**src/rtl/div_pkg.sv**
```systemverilog
// Shared types and constants for the iterative restoring divider.
package div_pkg;

  typedef enum logic [1:0] {
    IDLE,
    CALC,
    DONE
  } div_state_e;

  localparam int unsigned DIV_WIDTH = 32;
  localparam logic [DIV_WIDTH-1:0] DIV0_QUOTIENT = '1;

  // Step-counter width: $clog2 of the operand width, never below one bit.
  function automatic int unsigned div_cnt_w(input int unsigned width);
    return (width < 2) ? 1 : $clog2(width);
  endfunction

  localparam int unsigned DIV_CNT_W = div_cnt_w(DIV_WIDTH);

endpackage

```
**src/rtl/div32_if.sv**
```systemverilog
// Operand/result handshake bundle between the divider and its datapath.
interface div32_if #(
  parameter int unsigned DATA_WIDTH = div_pkg::DIV_WIDTH
);

  logic                  in_valid;
  logic                  in_ready;
  logic [DATA_WIDTH-1:0] dividend;
  logic [DATA_WIDTH-1:0] divisor;
  logic                  out_valid;
  logic                  out_ready;
  logic [DATA_WIDTH-1:0] quotient;
  logic [DATA_WIDTH-1:0] remainder;
  logic                  div_by_zero;

  modport master (
    output in_valid, dividend, divisor, out_ready,
    input  in_ready, out_valid, quotient, remainder, div_by_zero
  );

  modport slave (
    input  in_valid, dividend, divisor, out_ready,
    output in_ready, out_valid, quotient, remainder, div_by_zero
  );

endinterface

```
**src/rtl/div_step.sv**
```systemverilog
// One combinational restoring-division iteration: shift in a dividend bit,
// trial-subtract the divisor, keep the difference when it does not borrow.
module div_step #(
  parameter int unsigned DATA_WIDTH = 32
) (
  input  logic [DATA_WIDTH-1:0] rem,
  input  logic                  shift_msb,
  input  logic [DATA_WIDTH-1:0] divisor,
  output logic [DATA_WIDTH-1:0] next_rem,
  output logic                  qbit
);

  logic [DATA_WIDTH:0] shifted;
  logic [DATA_WIDTH:0] trial;
  logic                borrow;

  always_comb begin
    shifted           = {rem, shift_msb};
    {borrow, trial}   = {1'b0, shifted} - {2'b00, divisor};
    qbit              = ~borrow;
    // rem < divisor on entry, so the kept value always fits DATA_WIDTH bits
    next_rem          = qbit ? DATA_WIDTH'(trial) : DATA_WIDTH'(shifted);
  end

endmodule

```
**src/rtl/div32.sv**
```systemverilog
// Iterative unsigned radix-2 restoring divider: one quotient bit per clock,
// result held until the consumer takes it, divide-by-zero flagged.
module div32
  import div_pkg::*;
#(
  parameter int unsigned DATA_WIDTH = DIV_WIDTH
) (
  input  logic   clk,
  input  logic   rst,
  div32_if.slave bus
);

  localparam int unsigned CNT_W = div_cnt_w(DATA_WIDTH);
  localparam logic [CNT_W-1:0] LAST_STEP = CNT_W'(DATA_WIDTH - 1);

  div_state_e            state;
  logic [CNT_W-1:0]      cnt;
  logic [DATA_WIDTH-1:0] rem_q;
  logic [DATA_WIDTH-1:0] shreg;
  logic [DATA_WIDTH-1:0] dvsr;
  logic [DATA_WIDTH-1:0] step_rem;
  logic                  step_qbit;

  div_step #(
    .DATA_WIDTH(DATA_WIDTH)
  ) u_step (
    .rem      (rem_q),
    .shift_msb(shreg[DATA_WIDTH-1]),
    .divisor  (dvsr),
    .next_rem (step_rem),
    .qbit     (step_qbit)
  );

  always_ff @(posedge clk or posedge rst) begin
    if (rst) begin
      state           <= IDLE;
      cnt             <= '0;
      rem_q           <= '0;
      shreg           <= '0;
      dvsr            <= '0;
      bus.in_ready    <= 1'b1;
      bus.out_valid   <= 1'b0;
      bus.quotient    <= '0;
      bus.remainder   <= '0;
      bus.div_by_zero <= 1'b0;
    end else begin
      case (state)
        IDLE: begin
          if (bus.in_valid) begin
            bus.in_ready <= 1'b0;
            if (bus.divisor != '0) begin
              dvsr  <= bus.divisor;
              rem_q <= '0;
              shreg <= bus.dividend;
              cnt   <= '0;
              state <= CALC;
            end else begin
              // Zero divisor skips the iteration entirely
              bus.quotient    <= {DATA_WIDTH{1'b1}};
              bus.remainder   <= bus.dividend;
              bus.div_by_zero <= 1'b1;
              bus.out_valid   <= 1'b1;
              state           <= DONE;
            end
          end
        end

        CALC: begin
          rem_q <= step_rem;
          shreg <= {shreg[DATA_WIDTH-2:0], step_qbit};
          if (cnt == LAST_STEP) begin
            bus.quotient    <= {shreg[DATA_WIDTH-2:0], step_qbit};
            bus.remainder   <= step_rem;
            bus.div_by_zero <= 1'b0;
            bus.out_valid   <= 1'b1;
            state           <= DONE;
          end else begin
            cnt <= cnt + CNT_W'(1);
          end
        end

        DONE: begin
          if (bus.out_ready) begin
            bus.out_valid <= 1'b0;
            bus.in_ready  <= 1'b1;
            state         <= IDLE;
          end
        end

        default: begin
          bus.out_valid <= 1'b0;
          bus.in_ready  <= 1'b1;
          state         <= IDLE;
        end
      endcase
    end
  end

endmodule

```
**src/flat_wrapper.sv**
```systemverilog
// flat-port wrapper written by rule: the top's interface ports become plain ports
module div32_flat import div_pkg::*;
#(
  parameter int unsigned DATA_WIDTH = DIV_WIDTH
)
  (clk, rst, bus_in_valid, bus_dividend, bus_divisor, bus_out_ready, bus_in_ready, bus_out_valid, bus_quotient, bus_remainder, bus_div_by_zero);
  div32_if #(.DATA_WIDTH(DATA_WIDTH)) bus_i ();
  input  logic clk;
  input  logic rst;
  input wire logic [$bits(bus_i.in_valid)-1:0] bus_in_valid;
  input wire logic [$bits(bus_i.dividend)-1:0] bus_dividend;
  input wire logic [$bits(bus_i.divisor)-1:0] bus_divisor;
  input wire logic [$bits(bus_i.out_ready)-1:0] bus_out_ready;
  output wire logic [$bits(bus_i.in_ready)-1:0] bus_in_ready;
  output wire logic [$bits(bus_i.out_valid)-1:0] bus_out_valid;
  output wire logic [$bits(bus_i.quotient)-1:0] bus_quotient;
  output wire logic [$bits(bus_i.remainder)-1:0] bus_remainder;
  output wire logic [$bits(bus_i.div_by_zero)-1:0] bus_div_by_zero;
  assign bus_i.in_valid = bus_in_valid;
  assign bus_i.dividend = bus_dividend;
  assign bus_i.divisor = bus_divisor;
  assign bus_i.out_ready = bus_out_ready;
  assign bus_in_ready = bus_i.in_ready;
  assign bus_out_valid = bus_i.out_valid;
  assign bus_quotient = bus_i.quotient;
  assign bus_remainder = bus_i.remainder;
  assign bus_div_by_zero = bus_i.div_by_zero;
  div32 #(.DATA_WIDTH(DATA_WIDTH)) u_core (.clk(clk), .rst(rst), .bus(bus_i));
endmodule
```
**config.mk**
```make
export PLATFORM = sky130hd
export DESIGN_NAME = div32_flat
export DESIGN_NICKNAME = d
export VERILOG_FILES = /design/src/rtl/div_pkg.sv /design/src/rtl/div32_if.sv /design/src/rtl/div_step.sv /design/src/rtl/div32.sv /design/src/flat_wrapper.sv
export SDC_FILE = /design/constraint.sdc
export NUM_CORES = 1
export LEC_CHECK = 0
export CAP_MARGIN = 20
export CORE_MARGIN = 2
export CORE_UTILIZATION = 40
export CTS_BUF_LIST = sky130_fd_sc_hd__clkbuf_2 sky130_fd_sc_hd__clkbuf_4 sky130_fd_sc_hd__clkbuf_8
export DETAILED_ROUTE_END_ITERATION = 16
export SLEW_MARGIN = 10
export SYNTH_ARGS = -nofsm -noshare
export SYNTH_HDL_FRONTEND = slang
export SYNTH_SLANG_ARGS = --single-unit
```
**constraint.sdc**
```tcl
create_clock -name clk -period 6.5 [get_ports clk]
set_input_delay 1.3 -clock clk [delete_from_list [all_inputs] [get_ports clk]]
set_output_delay 1.3 -clock clk [all_outputs]
set_load 0.03 [all_outputs]
```
==> flow_metrics.py, run 1 <==
metrics = {
    "sta": {
        "skew_ps": 24.3,
        "tns_ps": 0,
        "fin_crit_sh_pct": 63.5,
        "rsz0062_at_grt": "false",
        "setup-violations-final": 0,
        "fmax_ghz": 0.242,
        "maxSlewViolCount": 0,
        "tightest_slew_ps": 1000,
        "finalHoldViolations": 0,
        "min_period_ps": 4130,
        "slew_headroom_pct": 33.2,
    },
    "logic_synthesis": {
        "syn_inst": 971,
        "yosys_warnings": 0,
        "syn-num-nets": 1074,
        "synthSimpleGateAreaFrac_pct": 13.9,
        "synth_compound_area_share_pct": 21.7,
        "netlist_top_cells_area": "dfrtp_1, nand2_1, ha_1",
        "synthMuxAreaShare_pct": 5.66,
        "syn_area_sq_um": 9190,
        "synth_top_area_share_pct": 46.0,
        "ys_ff_latch": 170,
        "async_flop_share_pct": 100,
        "synthAdderAreaFrac_pct": 4.85,
        "synth-edff-count": 0,
        "ys_seq_area_share_pct": 46.3,
        "avgSynthCellArea_sq_um": 9.46,
        "yosysTopAreaCell": "dfrtp_1",
        "synth.distinct_cells": 68,
        "synth_flop_cell": "dfrtp_1",
        "synth_top_family_by_area": "compound AO/OA/AOI/OAI gates",
        "synthXorXnorAreaFrac_pct": 2.76,
    },
    "placement": {
        "placed_cell_area_sq_um": 10700,
        "globalplace.congestion": 0.843,
        "place_hpwl_um": 18400,
        "io_buffer_count": 134,
    },
    "finish": {
        "final_cell_mix": "dfrtp_1, nand2_1, clkdlybuf4s50_1",
        "nets": 1176,
        "syn2layout_area_growth_pct": 20.9,
        "final_util_pct": 49.2,
        "mostFrequentLayoutCell": "dfrtp_1",
        "n_antenna_cell": 0,
        "multi_input_area_sq_um": 4520,
        "regArea_sq_um": 4260,
        "drive_above_1_share_pct": 8.48,
        "fillCellCount": 2133,
        "fin_area_sq_um": 11100,
    },
    "grt": {
        "track_usage_pct": 21.3,
        "grt_pass1_vias": 7230,
        "grt_max_degree": 100,
        "overflow": 0,
        "grt_antenna_before_repair": 0,
        "grt_first_pass_wirelength_um": 40500,
    },
    "critical_path": {
        "end_kind": "flip-flop",
        "crit_fanout": 55,
        "crit_path_start_kind": "primary input",
        "worstPathRequired_ps": 6910,
        "arrival_ps": 4530,
        "crit_start": "bus_divisor[0]",
        "path_class": "primary input to flip-flop",
        "timing.rr.start": "u_core.shreg[31]$_DFFE_PP0P_",
    },
    "routing": {
        "drt_wl_total_um": 25200,
        "ant_nets": 0,
        "vias_per_cell": 5.62,
        "drc": 0,
        "dr.pass1.iters": 5,
        "vias": 7696,
        "routedWlPerCell_um": 18.4,
        "dr.first_iter.drc_count": 536,
    },
    "power": {
        "ir_worst_vdd_v": 0.000193,
        "p_sw_share_pct": 48.7,
        "power.net_switching_mw": 3.14,
        "pwr-share-clk_pct": 12.1,
        "cellLeakagePower_nw": 4.67,
        "pwr_density_cell_nw_per_um2": 580,
        "power_frac_comb_pct": 59.0,
        "internal_power_mw": 3.31,
        "seqPwrFrac_pct": 28.9,
    },
    "flow_run": {
        "max_cap_viol_count": 0,
    },
    "clock_tree": {
        "postCtsHoldBufs": 0,
        "htreeDepth": 4,
        "cts_buffer_depth": 2,
        "cts_tree": "built",
        "cts_setup_buffers": 0,
        "cts-resized-gates": 0,
        "clk_latency_ps": 470,
        "clk_pin_slew_ps": 110,
        "numCtsBuffers": 17,
        "clockRootBuffer": "clkbuf_8",
        "cts_num_sinks": 170,
    },
    "floorplan": {
        "die_h_um": 156,
        "fp.dieW_um": 156,
        "initial_core_util_pct": 40.7,
        "pin_count": 135,
        "core_area_sq_um": 22600,
        "die-area_sq_um": 24200,
        "num_rows": 55,
    },
    "hold_path": {
        "min_path_type": "flip-flop to flip-flop",
        "hold_start": "u_core.bus.remainder[1]$_DFFE_PP0P_",
    },
    "outcome": {
        "status": "complete, no violations",
    },
}
## Yosys cell counts, drive strengths merged (2+ instances only)
cell and instances:
a21o 7, a211oi 7, a31o 2, ha 34, mux2i 16, and3 8, a31oi 48, nor4 9
xnor2 16, or3 13, or2 2, nand4 6, o21bai 7, a22oi 6, inv 44, a21oi 50
a311oi 2, xor2 13, o22a 34, o211ai 11, o32ai 2, o221ai 4, a32oi 5, nor3b 2
nand2 140, o31ai 7, o41ai 2, nor3 5, a221oi 3, nor2 72, a211o 2, mux2 32
o21a 9, a21boi 6, dfrtp 169, clkbuf 47, and4 2, and2 5, nor2b 5, nand3 12
nand2b 6, o21ai 72, buf 14
## kinds of logic after synthesis
kind of cell	after synthesis
flops	170
buf+inv	105
fa+ha+maj	35
xor+xnor	29
mux	48
compound gates	296
simple gates	288
## critical path: stages
cell	delay, ps
clkdlybuf4s50_1	420
nor4_1	480
nand4_1	250
nor2_1	500
o32a_2	890
buf_4	420
o21ai_0	120
a21oi_1	120
## layout make-up
class | count | area share [%]
Clock inverter | 14 | 1.45
Tap cell | 285 | 3.21
Multi-Input combinational cell | 696 | 40.6
Sequential cell | 170 | 38.3
Timing Repair Buffer | 144 | 12.7
Inverter | 44 | 1.53
Clock buffer | 17 | 2.11
## per-stage QoR
stage	hold WS (ps)	setup slack (ps)	instances	power, mW
2_1_floorplan	464	598	971	4.58
3_3_place_gp	464	1720	1339	5.62
3_5_place_dp	476	1670	1339	5.66
4_1_cts	497	2170	1370	6.45
5_1_grt	516	1940	1370	6.95
6_report	495	2370	1370	6.44
## metal layers
metal	track usage, %	share of wire [%]
met1	33.3	52
met2	30.6	43
met3	3.97	4.6
met4	4.72	1.2
met5	0	0
## sequential cells by signal, indices dropped and copies added, names as in the netlist
| signal | count |
|---|---|
| u_core.bus.div_by_zero | 1 |
| u_core.bus.in_ready | 1 |
| u_core.bus.out_valid | 1 |
| u_core.bus.quotient | 32 |
| u_core.bus.remainder | 32 |
| u_core.cnt | 5 |
| u_core.dvsr | 32 |
| u_core.rem_q | 32 |
| u_core.shreg | 32 |
| u_core.state | 2 |
## power by group through the flow
stage | logic [mW] | clock network, mW | registers, mW
floorplan | 2.60 | 0 | 1.98
global placement | 3.74 | 0 | 1.87
detailed placement | 3.78 | 0 | 1.88
CTS | 3.79 | 0.795 | 1.86
global route | 4.20 | 0.834 | 1.91
finish | 3.80 | 0.780 | 1.86
## final timing paths
check	slack, ps	cells after the start	to
setup / recovery	2370	8	u_core.bus.remainder[23]$_DFFE_PP0P_
hold / removal	490	2	u_core.bus.remainder[1]$_DFFE_PP0P_
setup reg to reg	2810	12	u_core.rem_q[26]$_DFFE_PP0P_
hold reg to reg	490	2	u_core.bus.remainder[1]$_DFFE_PP0P_
max in group asynchronous	4060	3	u_core.dvsr[15]$_DFFE_PP0P_
min in group asynchronous	1390	2	u_core.shreg[8]$_DFFE_PP0P_
No activity file was read; power rests on OpenSTA's default activity.
==> run 2, diff against run 1 <==
Clock period 6.5 ns to 3.31 ns, I/O delays scaled along.
==> run 2 against run 1 <==
Sequential share of layout area is 1.1 points lower. Clock power is 110% higher. Sequential cell count did not move. Hold slack gained 2.2 ps. Wire length rose by 0.40%. Global-route usage increased by 0.25 points. Largest cell class unchanged.
==> flow_metrics.py, run 2 (synthesis results as in run 1) <==
metrics = {
    "clock_tree": {
        "htreeDepth": 4,
        "numCtsBuffers": 17,
        "cts_tree": "built",
        "cts_num_sinks": 170,
        "clk_pin_slew_ps": 100,
        "postCtsHoldBufs": 0,
        "clk_latency_ps": 470,
        "cts-resized-gates": 0,
        "clockRootBuffer": "clkbuf_8",
        "cts_buffer_depth": 2,
    },
    "finish": {
        "n_antenna_cell": 0,
        "mostFrequentLayoutCell": "dfrtp_1",
        "syn2layout_area_growth_pct": 24.4,
        "nets": 1199,
        "final_cell_mix": "dfrtp_1, nand2_1, clkdlybuf4s50_1",
        "fin_area_sq_um": 11400,
        "drive_above_1_share_pct": 10.5,
    },
    "routing": {
        "vias_per_cell": 5.55,
        "ant_nets": 0,
        "routedWlPerCell_um": 18.2,
        "dr.pass1.iters": 5,
        "vias": 7733,
        "drt_wl_total_um": 25300,
        "drc": 0,
        "dr.first_iter.drc_count": 486,
    },
    "sta": {
        "tightest_slew_ps": 924,
        "hold_ws_ps": 497,
        "slew_headroom_pct": 38.4,
        "setup-violations-final": 0,
        "fmax_ghz": 0.326,
        "min_period_ps": 3070,
        "rsz0062_at_grt": "false",
        "finalHoldViolations": 0,
        "fin_crit_sh_pct": 92.8,
        "maxSlewViolCount": 0,
        "skew_ps": 18.7,
        "tns_ps": 0,
    },
    "critical_path": {
        "crit_fanout": 20,
        "worstPathRequired_ps": 3650,
        "r2r_setup_slack_ps": 240,
        "worstReg2RegEnd": "u_core.bus.remainder[14]$_DFFE_PP0P_",
        "timing.rr.start": "u_core.rem_q[15]$_DFFE_PP0P_",
        "crit_path_start_kind": "flip-flop",
        "r2r_cells": 10,
        "arrival_ps": 3410,
        "path_class": "flip-flop to flip-flop",
        "end_kind": "flip-flop",
    },
    "floorplan": {
        "core_area_sq_um": 22600,
        "initial_core_util_pct": 40.7,
        "pin_count": 135,
        "num_rows": 55,
        "die_h_um": 156,
        "fp.dieW_um": 156,
        "die-area_sq_um": 24200,
    },
    "grt": {
        "track_usage_pct": 21.6,
        "grt_use_met1_pct": 33.1,
        "grt_first_pass_wirelength_um": 41300,
        "grtUsageMet3_pct": 2.83,
        "overflow": 0,
        "use_met2_pct": 31.6,
        "grt_pass1_vias": 7520,
        "top_usage_layer": "met1",
        "grt_antenna_before_repair": 0,
        "grt_max_degree": 171,
    },
    "power": {
        "ir_worst_vdd_v": 0.000450,
        "cellLeakagePower_nw": 4.84,
        "pwr_density_cell_nw_per_um2": 1150,
    },
    "outcome": {
        "status": "complete, no violations",
    },
    "placement": {
        "placed_cell_area_sq_um": 11000,
        "globalplace.congestion": 0.861,
        "place_hpwl_um": 18500,
        "io_buffer_count": 134,
    },
    "hold_path": {
        "min_to": "u_core.bus.remainder[1]$_DFFE_PP0P_",
        "hold_start": "u_core.bus.remainder[1]$_DFFE_PP0P_",
        "whs_path_depth": 2,
        "min_path_type": "flip-flop to flip-flop",
    },
    "flow_run": {
        "max_cap_viol_count": 0,
    },
}
-- run 2: area by class of cell --
class,count,area [sq um]
multi-input combinational,696,4520
clock inverter,14,181
clock buffer,18,248
timing repair buffer,167,1700
inverter,44,169
fill,2148,11100
tap,285,357
sequential,170,4260
-- run 2: worst max-delay path, stage by stage, from the launching register on --
cell	delay [ps]
dfrtp_1	440
ha_1	410
a21oi_1	230
o21ai_0	140
or2_2	330
a311oi_2	400
o41a_1	270
buf_12	180
nor3_1	70
a31oi_1	360
a31oi_1	130
-- run 2: repair_timing --
item / in CTS / in global routing
hold endpoints to repair: 0 / 0
setup buffers: 0 / 1
endpoints found under the setup margin: 0 / 2
-- run 2: where the power goes --
group / leakage [nW] / internal [mW] / switching (mW)
clock: 0.221 / 0.786 / 0.846
sequential: 1.93 / 2.95 / 0.703
combinational: 2.69 / 3.25 / 4.66
total: 4.84 / 6.99 / 6.21
-- run 2: worst max-delay path by stage --
stage | slack (ps) | startpoint | depth (start not counted) | to
floorplan | 480 | rst | 1 | u_core.bus.div_by_zero$_DFFE_PP0P_
global placement | 60 | bus_divisor[24] | 9 | u_core.bus.quotient[8]$_DFFE_PP0P_
detailed placement | 50 | bus_divisor[29] | 11 | u_core.rem_q[31]$_DFFE_PP0P_
CTS | 230 | u_core.shreg[31]$_DFFE_PP0P_ | 14 | u_core.rem_q[26]$_DFFE_PP0P_
global route | 50 | u_core.shreg[31]$_DFFE_PP0P_ | 15 | u_core.rem_q[26]$_DFFE_PP0P_
finish | 240 | u_core.rem_q[15]$_DFFE_PP0P_ | 10 | u_core.bus.remainder[14]$_DFFE_PP0P_
-- run 2: layer usage --
| metal | vias to the layer above | share of wire (%) |
|---|---|---|
| li1 | 3751 | - |
| met1 | 3752 | 50 |
| met2 | 200 | 43 |
| met3 | 30 | 4.2 |
| met4 | 0 | 2.0 |
| met5 | - | 0 |
-- run 2: per-stage QoR --
| stage | setup WS [ps] | instances | power (mW) | util (%) |
|---|---|---|---|---|
| floorplan | 480 | 971 | 9.00 | - |
| global placement | 59.1 | 1361 | 11.5 | 48.7 |
| detailed placement | 45.6 | 1361 | 11.5 | 48.7 |
| CTS | 230 | 1393 | 13.2 | 50.6 |
| global route | 47.9 | 1394 | 14.2 | 50.6 |
| finish | 238 | 1394 | 13.2 | 50.6 |
==> run 3, diff against run 2 <==
Settings changed: PLACE_DENSITY set to 0.68.
==> run 3 against run 2 <==
Design area rose by 0.45%. Core utilization up 0.23 points. Clock power down 6%. Sequential share of layout area fell by 0.17 points. Global-route usage is 0.41 points lower. Combinational power is 0.5% higher.
==> flow_metrics.py, run 3 (synthesis results as in run 1) <==
metrics = {
    "finish": {
        "nets": 1210,
        "syn2layout_area_growth_pct": 24.9,
        "final_cell_mix": "dfrtp_1, nand2_1, clkdlybuf4s50_1",
        "mostFrequentLayoutCell": "dfrtp_1",
        "fillCellCount": 2098,
        "final_cells": 1403,
        "n_antenna_cell": 0,
        "drive_above_1_share_pct": 11.3,
    },
    "routing": {
        "vias_per_cell": 5.61,
        "dr.pass1.iters": 5,
        "drc": 0,
        "vias": 7869,
        "routedWlPerCell_um": 18.0,
        "dr.first_iter.drc_count": 581,
        "drt_wl_total_um": 25200,
        "ant_nets": 0,
    },
    "floorplan": {
        "num_rows": 55,
        "core_area_sq_um": 22600,
        "die-area_sq_um": 24200,
        "die_h_um": 156,
        "initial_core_util_pct": 40.7,
        "pin_count": 135,
        "fp.dieW_um": 156,
    },
    "sta": {
        "setup-violations-final": 0,
        "fin_crit_sh_pct": 93.1,
        "tns_ps": 0,
        "fmax_ghz": 0.324,
        "maxSlewViolCount": 0,
        "skew_ps": 8.15,
        "rsz0062_at_grt": "false",
        "finalHoldViolations": 0,
        "slew_headroom_pct": 30.7,
        "tightest_slew_ps": 1040,
        "min_period_ps": 3080,
    },
    "critical_path": {
        "end_kind": "flip-flop",
        "timing.rr.start": "u_core.shreg[31]$_DFFE_PP0P_",
        "crit_slowest_cell": "dfrtp_1",
        "worstPathCellList": "inv_1 > ha_1 > inv_1 > fa_1 > a21oi_1 > buf_4 > o21ai_0 > a21oi_1 > o21ai_0 > a311oi_1 > xnor2_1 > mux2i_1 > a211oi_1",
        "arrival_ps": 3450,
        "crit_fanout": 3,
        "r2r_cells": 13,
        "crit_path_start_kind": "flip-flop",
        "worstPathRequired_ps": 3680,
        "cp_slowest_stage_delay_ps": 440,
        "worstReg2RegEnd": "u_core.bus.remainder[20]$_DFFE_PP0P_",
        "r2r_setup_slack_ps": 230,
        "path_class": "flip-flop to flip-flop",
    },
    "clock_tree": {
        "cts_buffer_depth": 2,
        "postCtsHoldBufs": 0,
        "cts_setup_buffers": 0,
        "cts-resized-gates": 0,
        "clockRootBuffer": "clkbuf_8",
        "clk_pin_slew_ps": 90,
        "numCtsBuffers": 17,
        "clk_latency_ps": 460,
        "cts_tree": "built",
        "cts_num_sinks": 170,
        "htreeDepth": 4,
    },
    "placement": {
        "globalplace.congestion": 0.896,
        "dp.cells": 1373,
        "io_buffer_count": 134,
        "place_hpwl_um": 19000,
    },
    "power": {
        "cellLeakagePower_nw": 4.85,
        "ir_worst_vdd_v": 0.000496,
        "pwr_density_cell_nw_per_um2": 1150,
    },
    "grt": {
        "grt_antenna_before_repair": 0,
        "overflow": 0,
        "grt_pass1_vias": 7643,
        "track_usage_pct": 21.2,
        "grt_max_degree": 107,
        "grt_first_pass_wirelength_um": 40800,
    },
    "hold_path": {
        "min_to": "u_core.bus.out_valid$_DFFE_PP0P_",
        "hold_start": "u_core.bus.out_valid$_DFFE_PP0P_",
        "min_path_type": "flip-flop to flip-flop",
        "whs_path_depth": 2,
    },
    "flow_run": {
        "max_cap_viol_count": 0,
    },
    "outcome": {
        "status": "complete, no violations",
    },
}
==> run 3: metrics by stage <==
step           area, sq um  util, %  hold slack, ps  total power, mW  setup slack [ps]
2_1_floorplan         9190        -             464             9.00               480
3_3_place_gp         11100     49.0             469             11.4               151
3_5_place_dp         11100     49.0             470             11.6               117
4_1_cts              11500     50.8             492             13.1               209
5_1_grt              11500     50.9             513             14.2              8.80
6_report             11500     50.9             492             13.2               228
==> run 3: cell type report <==
cell class              instances  area [sq um]  area share (%)
clock inverters                13           171            1.49
flip-flops and latches        170          4260            37.1
multi-input cells             696          4520            39.4
clock buffers                  17           234            2.04
well taps                     285           357            3.11
inverters                      44           169            1.47
repair buffers                178          1770            15.4
==> run 3: critical path: cells and delay by family (launching register included) <==
kind,cells,cell delay [ps]
AO/OA/AOI/OAI,6,1320
buffers and inverters,3,280
adder cells (fa/ha/maj),2,550
multiplexers,1,170
XOR/XNOR,1,220
flip-flops,1,440
==> run 3: power by group <==
part / switching [mW] / internal (mW)
sequential: 0.711 / 2.95
combinational: 4.67 / 3.29
clock: 0.799 / 0.745
==> run 3: per-layer routing <==
layer	global-route usage (%)	up-vias	wire, um
met2	31.7	263	11100
met1	31.5	3819	12100
li1	-	3762	-
met4	6.38	0	408
met3	3.47	25	1560
met5	0	-	0
==> run 3: worst max-delay path by stage <==
stage / start / endpoint / slack [ps] / cells past startpoint
floorplan: rst / u_core.bus.div_by_zero$_DFFE_PP0P_ / 480 / 1
global placement: bus_divisor[1] / u_core.bus.remainder[1]$_DFFE_PP0P_ / 150 / 9
detailed placement: bus_divisor[2] / u_core.bus.remainder[1]$_DFFE_PP0P_ / 120 / 9
CTS: u_core.shreg[31]$_DFFE_PP0P_ / u_core.bus.remainder[20]$_DFFE_PP0P_ / 210 / 13
global route: u_core.shreg[31]$_DFFE_PP0P_ / u_core.bus.remainder[20]$_DFFE_PP0P_ / 9 / 13
finish: u_core.shreg[31]$_DFFE_PP0P_ / u_core.bus.remainder[20]$_DFFE_PP0P_ / 230 / 13
